===== config.mk =====
export PLATFORM = sky130hd
export DESIGN_NAME = uart_tx_arbiter_flat
export DESIGN_NICKNAME = d
export VERILOG_FILES = /design/src/rtl/uart_tx_arbiter_if.sv /design/src/rtl/uart_tx_arbiter.sv /design/src/flat_wrapper.sv
export SDC_FILE = /design/constraint.sdc
export NUM_CORES = 1
export LEC_CHECK = 0
export BUFFER_PORTS_ARGS = -buffer_cell sky130_fd_sc_hd__buf_2
export CORE_AREA = 8 8 82 77
export DETAILED_ROUTE_END_ITERATION = 12
export DIE_AREA = 0 0 90 85
export GPL_TIMING_DRIVEN = 0
export PLACE_DENSITY = 0.67
export SYNTH_ARGS = -nofsm -noshare
export SYNTH_HDL_FRONTEND = slang
export SYNTH_SLANG_ARGS = --single-unit
export TNS_END_PERCENT = 5

===== constraint.sdc =====
create_clock -name sys_clk -period 4.03 [get_ports sys_clk]
set_input_delay 0.806 -clock sys_clk [delete_from_list [all_inputs] [get_ports sys_clk]]
set_output_delay 0.806 -clock sys_clk [all_outputs]
set_load 0.1 [all_outputs]

===== src/rtl/uart_tx_arbiter_if.sv =====
// Handshake bundle between byte requesters, uart_tx_arbiter and the UART serializer.
// The req_last vector exists only when UART_TX_ARB_LOCK_EN is defined.
interface uart_tx_arbiter_if #(
  parameter int NUM_REQ    = 4,
  parameter int DATA_WIDTH = 8
);
  // Requester i holds req_valid[i] and its byte until req_ready[i] is high for one
  // cycle; the byte is taken on that edge. tx_start is a one-cycle pulse, tx_data
  // stays stable until the transmitter answers with a one-cycle tx_done.
  logic [NUM_REQ-1:0]            req_valid;
  logic [NUM_REQ*DATA_WIDTH-1:0] req_data;
  logic [NUM_REQ-1:0]            req_ready;
`ifdef UART_TX_ARB_LOCK_EN
  logic [NUM_REQ-1:0]            req_last;
`endif
  logic                          tx_start;
  logic [DATA_WIDTH-1:0]         tx_data;
  logic                          tx_done;

`ifdef UART_TX_ARB_LOCK_EN
  modport slave  (input  req_valid, req_data, req_last, tx_done,
                  output req_ready, tx_start, tx_data);
  modport master (output req_valid, req_data, req_last, tx_done,
                  input  req_ready, tx_start, tx_data);
`else
  modport slave  (input  req_valid, req_data, tx_done,
                  output req_ready, tx_start, tx_data);
  modport master (output req_valid, req_data, tx_done,
                  input  req_ready, tx_start, tx_data);
`endif
endinterface


===== src/rtl/uart_tx_arbiter.sv =====
// Round-robin arbiter sharing one UART transmitter among NUM_REQ byte producers.
// Optional packet locking (multi-byte atomic grants) is enabled by UART_TX_ARB_LOCK_EN.
module uart_tx_arbiter #(
  parameter int  NUM_REQ     = 4,
  parameter int  DATA_WIDTH  = 8,
  parameter int  TIMEOUT_CYC = 12000,
  localparam int IdW         = (NUM_REQ > 1) ? $clog2(NUM_REQ) : 1,
  localparam int WdW         = $clog2(TIMEOUT_CYC + 1)
) (
  input  logic             sys_clk,
  input  logic             sys_rst_n,
  uart_tx_arbiter_if.slave bus,
  output logic [IdW-1:0]   grant_id_o,
  output logic             busy_o,
  output logic             timeout_err_o,
  output logic [2:0]       state_o
);

  // state_o exposes the raw encoding; IDLE is 0.
  typedef enum logic [2:0] {
    S_IDLE  = 3'd0,
    S_GRANT = 3'd1,
    S_START = 3'd2,
    S_WAIT  = 3'd3
`ifdef UART_TX_ARB_LOCK_EN
    , S_HOLD = 3'd4
`endif
  } state_e;

  state_e                state_q;
  logic [NUM_REQ-1:0]    ready_q;
  logic                  start_q;
  logic [DATA_WIDTH-1:0] tx_data_q;
  logic [IdW-1:0]        grant_q;
  logic [IdW-1:0]        last_grant_q;
  logic                  busy_q;
  logic                  tout_q;
  logic [WdW-1:0]        wdog_q;
`ifdef UART_TX_ARB_LOCK_EN
  logic                  last_q;
`endif

  logic [DATA_WIDTH-1:0] data_arr [NUM_REQ];
  logic [IdW-1:0]        winner_d;
  logic                  found_d;

  for (genvar g = 0; g < NUM_REQ; g++) begin : g_unpack
    assign data_arr[g] = bus.req_data[g*DATA_WIDTH +: DATA_WIDTH];
  end

  function automatic logic [NUM_REQ-1:0] onehot(input logic [IdW-1:0] idx);
    onehot      = '0;
    onehot[idx] = 1'b1;
  endfunction

  // Scan starts one past the last granted requester and wraps.
  always_comb begin
    logic [IdW-1:0] cand;
    winner_d = '0;
    found_d  = 1'b0;
    cand     = last_grant_q;
    for (int k = 0; k < NUM_REQ; k++) begin
      cand = (cand == IdW'(NUM_REQ - 1)) ? '0 : cand + IdW'(1);
      if (!found_d && bus.req_valid[cand]) begin
        winner_d = cand;
        found_d  = 1'b1;
      end
    end
  end

  always_ff @(posedge sys_clk or negedge sys_rst_n) begin
    if (!sys_rst_n) begin
      state_q      <= S_IDLE;
      ready_q      <= '0;
      start_q      <= 1'b0;
      tx_data_q    <= '0;
      grant_q      <= '0;
      last_grant_q <= IdW'(NUM_REQ - 1);
      busy_q       <= 1'b0;
      tout_q       <= 1'b0;
      wdog_q       <= '0;
`ifdef UART_TX_ARB_LOCK_EN
      last_q       <= 1'b1;
`endif
    end else begin
      start_q <= 1'b0;
      tout_q  <= 1'b0;
      case (state_q)
        S_IDLE: begin
          if (found_d) begin
            grant_q <= winner_d;
            ready_q <= onehot(winner_d);
            busy_q  <= 1'b1;
            state_q <= S_GRANT;
          end
        end
        S_GRANT: begin
          ready_q <= '0;
          if (bus.req_valid[grant_q]) begin
            tx_data_q <= data_arr[grant_q];
            start_q   <= 1'b1;
`ifdef UART_TX_ARB_LOCK_EN
            last_q    <= bus.req_last[grant_q];
`endif
            state_q   <= S_START;
          end else begin
            // Requester withdrew: nothing sent, round-robin pointer untouched.
            busy_q  <= 1'b0;
            state_q <= S_IDLE;
          end
        end
        S_START: begin
          wdog_q  <= '0;
          state_q <= S_WAIT;
        end
        S_WAIT: begin
          wdog_q <= wdog_q + WdW'(1);
          if (bus.tx_done) begin
            last_grant_q <= grant_q;
`ifdef UART_TX_ARB_LOCK_EN
            if (!last_q) begin
              state_q <= S_HOLD;
            end else begin
              busy_q  <= 1'b0;
              state_q <= S_IDLE;
            end
`else
            busy_q  <= 1'b0;
            state_q <= S_IDLE;
`endif
          end else if (wdog_q == WdW'(TIMEOUT_CYC - 1)) begin
            // Hung transmitter: drop the byte, release any packet lock.
            tout_q       <= 1'b1;
            last_grant_q <= grant_q;
            busy_q       <= 1'b0;
            state_q      <= S_IDLE;
          end
        end
`ifdef UART_TX_ARB_LOCK_EN
        S_HOLD: begin
          if (bus.req_valid[grant_q]) begin
            ready_q <= onehot(grant_q);
            state_q <= S_GRANT;
          end
        end
`endif
        default: begin
          ready_q <= '0;
          busy_q  <= 1'b0;
          state_q <= S_IDLE;
        end
      endcase
    end
  end

  assign bus.req_ready   = ready_q;
  assign bus.tx_start    = start_q;
  assign bus.tx_data     = tx_data_q;
  assign grant_id_o      = grant_q;
  assign busy_o          = busy_q;
  assign timeout_err_o   = tout_q;
  assign state_o         = state_q;

endmodule

===== src/flat_wrapper.sv =====
// flat-port wrapper written by rule: the top's interface ports become plain ports
module uart_tx_arbiter_flat 
#(
  parameter int  NUM_REQ     = 4,
  parameter int  DATA_WIDTH  = 8,
  parameter int  TIMEOUT_CYC = 12000,
  localparam int IdW         = (NUM_REQ > 1) ? $clog2(NUM_REQ) : 1,
  localparam int WdW         = $clog2(TIMEOUT_CYC + 1)
)
  (sys_clk, sys_rst_n, grant_id_o, busy_o, timeout_err_o, state_o, bus_req_valid, bus_req_data, bus_tx_done, bus_req_ready, bus_tx_start, bus_tx_data);
  uart_tx_arbiter_if #(.NUM_REQ(NUM_REQ), .DATA_WIDTH(DATA_WIDTH)) bus_i ();
  input  logic sys_clk;
  input  logic sys_rst_n;
  output logic [IdW-1:0] grant_id_o;
  output logic busy_o;
  output logic timeout_err_o;
  output logic [2:0] state_o;
  input wire logic [$bits(bus_i.req_valid)-1:0] bus_req_valid;
  input wire logic [$bits(bus_i.req_data)-1:0] bus_req_data;
  input wire logic [$bits(bus_i.tx_done)-1:0] bus_tx_done;
  output wire logic [$bits(bus_i.req_ready)-1:0] bus_req_ready;
  output wire logic [$bits(bus_i.tx_start)-1:0] bus_tx_start;
  output wire logic [$bits(bus_i.tx_data)-1:0] bus_tx_data;
  assign bus_i.req_valid = bus_req_valid;
  assign bus_i.req_data = bus_req_data;
  assign bus_i.tx_done = bus_tx_done;
  assign bus_req_ready = bus_i.req_ready;
  assign bus_tx_start = bus_i.tx_start;
  assign bus_tx_data = bus_i.tx_data;
  uart_tx_arbiter #(.NUM_REQ(NUM_REQ), .DATA_WIDTH(DATA_WIDTH), .TIMEOUT_CYC(TIMEOUT_CYC)) u_core (.sys_clk(sys_clk), .sys_rst_n(sys_rst_n), .bus(bus_i), .grant_id_o(grant_id_o), .busy_o(busy_o), .timeout_err_o(timeout_err_o), .state_o(state_o));
endmodule

==> impl_results.md <==
* RSZ-0062 raised after global routing: false
* Filler cells at slightly below 500
* Nets@finish at around 270
* Total global-route track usage at approximately 12%
* Reg clk slew, reported paths at ~0.080 ns
* CP startpoint kind: flip-flop
* Reg2Reg Setup Slack at approximately 2.1 ns
* Critical path type: reg -> out
* F_max at approximately 500 MHz
* Seq/Total Area, Yosys at a little under half
* Largest net degree at the start of global routing at 36
* Clock skew at around 0.008 ns
* Count of unique library cells instantiated by Yosys at 45
* Wirelength per Cell at about 15 um
* Post-Place Cells at between 200 and 300
* DRC at 0
* Cts repair resizes at 0
* Max incr delay on CP at 0.46 ns
* Final hold vios at 0
* Post-DP HPWL at between 3000 and 4000 um
* Arrival time at the worst endpoint at approximately 1.2 ns
* Die W at roughly 90 um
* Antenna cells at 0
* CTS tree: built
* Synth area leaders: dfrtp_1, mux4_2, mux2_1
* Area of the multi-input gates at about 980 um2
* Worst-margin pin slew at around 0.8 ns
* Ratio of cells with drive above 1 in the final layout at between 40% and 50%
* Die H at roughly 85 um
* Share of the synthesized area in the top cell type at a little over two fifths
* Max Cap Violations at 0
* Mapped Avg Cell Area at roughly 11 um2
* Row Count at 25
* Largest area contributor in the netlist: dfrtp_1
* Routed vias at 1534
* Clock Sinks at 35
* Mapped Nets at approximately 210
* Clk buf depth at 2
* I/O pin count at 59
* Reg2reg path depth at 5
* Maximum fanout along the worst path at 5
* Antenna violations before repair at 0
* Worst Hold End: u_core.bus.req_ready[0]
* Starting Density at a little under two fifths
* DR vias/cell at between 5 and 6
* Mapped Area at 0.00191 mm2
* Iter 0 DRT Violations at 72
* Reg-to-reg endpoint: u_core.grant_id_o[1]
* Area growth syn-to-layout at 25.4%
* Top delay family on crit path: buffers and inverters
* Final setup viols at 0
* DR pass1 iterations at 4
* Crit share post-route at slightly below 50%
* Wirelength, routed at ~4400 um
* HP Class: reg -> reg
* Cell Count, Final, Fillers Out at 299
* Setup TNS at 0 ns
* Die ar. at ~0.0077 mm2
* Register area at about 880 um2
* Port buffer count at 57
* Worst-path cell chain: buf_2
* Final count of pins violating max slew at 0
* Required @ worst endpoint at 3.22 ns
* Worst hold path startpoint: u_core.bus.req_ready[0]
* Crit end category: primary output
* Commonest non-fill, non-tap cell in the layout: buf_2
* Cell count after synthesis at around 170
* Worst r2r src: u_core.last_grant_q[0]
* Hold_buf cts at 0
* WP buf/inv at 1
* Post-layout min period at 2.00 ns
* Most frequent cells in the layout: buf_2, dfrtp_1, nand2_1, nor2_1, mux4_2
* First-pass GRT wire length at roughly 7600 um
* Gpl congestion at around 0.77
* Yosys warning count at 0
* Remaining Overflow, GRT at 0
* Slew margin rel. at 47.1%
* Core area at ~0.0050 mm2
* Vias in the first global route at roughly 1700
* # H-tree levels at 2
* Slowest-stage cell, CP: buf_2
* CTS Buf Count at 5
* Clock Root Buffer: clkbuf_8
* Hold path cells at 2
* Routed Antenna Nets at 0
* Clk_lat worst skew at about 0.29 ns
* Yosys reg bits at 35
* Outcome: finished clean
* Post-CTS Setup Bufs at 0
-- cell families after synthesis --
kind of cell               after synthesis  share of synthesized area (%)
and+or+nand+nor                         58                           16.1
muxes                                   25                           20.1
buffers and inverters                   13                           3.07
adders and majority gates                2                           1.31
other                                    1                          0.196
xor gates and xnor gates                 6                           2.75
DFF                                     35                           45.9
AOI/OAI and AO/OA                       27                           10.6
-- through the flow --
| step | setup WS (ns) | instance area [um2] | hold WS [ns] | utilization [%] |
|---|---|---|---|---|
| 2_1_floorplan | 1.76 | 1910 | 0.498 | - |
| 3_3_place_gp | 1.77 | 2280 | 0.459 | 45.6 |
| 3_5_place_dp | 1.75 | 2280 | 0.466 | 45.6 |
| 4_1_cts | 2.02 | 2400 | 0.483 | 48.0 |
| 5_1_grt | 1.98 | 2400 | 0.513 | 48.0 |
| 6_report | 2.03 | 2400 | 0.476 | 48.0 |
-- flip-flops by register name (all words and copies together), names as in the netlist --
signal                count
u_core.bus.req_ready      4
u_core.last_grant_q       2
u_core.grant_id_o         2
u_core.timeout_err_o      1
u_core.busy_o             1
u_core.state_o            2
u_core.bus.tx_data        8
u_core.bus.tx_start       1
u_core.wdog_q            14
-- area by class of cell --
cell class                 count  share of cell area [%]
inverter                       6                   0.938
buffer                         7                    1.51
clock buffer                   6                    3.44
tap                           67                    3.49
timing repair buffer          57                    11.9
clock inverter                 2                    1.46
multi-input combinational    119                    40.7
sequential                    35                    36.6
-- synthesized netlist by cell type --
master and count:
nand2_1 12, and3_1 3, clkbuf_1 3, mux2_1 8
a21boi_2 1, o21ai_0 5, nor2b_1 2, mux4_2 9
a21oi_1 5, or4_4 1, a31oi_1 1, mux2i_1 2
xnor2_1 6, a21boi_0 1, or2_1 1, o21bai_1 1
and3_4 1, nand4_1 2, conb_1 1, nor4b_1 1
inv_2 1, inv_1 5, nor4_2 1, a21o_1 1
o31ai_2 2, mux2_2 5, nand3_1 8, nor4_1 4
a211oi_2 1, or3_1 1, nor3_1 5, or4b_1 1
dfrtp_1 33, buf_4 2, o31ai_1 3, nand2b_1 3
dfstp_2 2, mux2_4 1, buf_2 2, a211o_1 1
a41oi_1 1, a22o_1 2, ha_1 2, o2bb2ai_1 2
nor2_1 12
-- worst max-delay path by stage --
stage,slack [ns],endpoint,start,cells after the start
final,2.03,state_o[1],u_core.state_o[1],1
after global routing,1.98,state_o[1],u_core.state_o[1],1
after CTS,2.02,state_o[1],u_core.state_o[1],1
after detailed placement,1.75,u_core.bus.tx_data[2],bus_req_valid[3],5
after global placement,1.77,u_core.bus.tx_data[2],bus_req_valid[3],5
after floorplan,1.76,u_core.bus.tx_data[0],u_core.grant_id_o[1],4
-- per-layer routing --
| metal | wire length, um | vias up | global-route usage [%] |
|---|---|---|---|
| li1 | - | 746 | - |
| met1 | 2050 | 739 | 14.5 |
| met2 | 2030 | 42 | 19.6 |
| met3 | 261 | 7 | 4.50 |
| met4 | 51 | 0 | 3.78 |
| met5 | 0 | - | 0 |
Power is left out: the tool's default activity adds up to more than one toggle a clock period on the data nets, which glitch-free logic cannot reach.
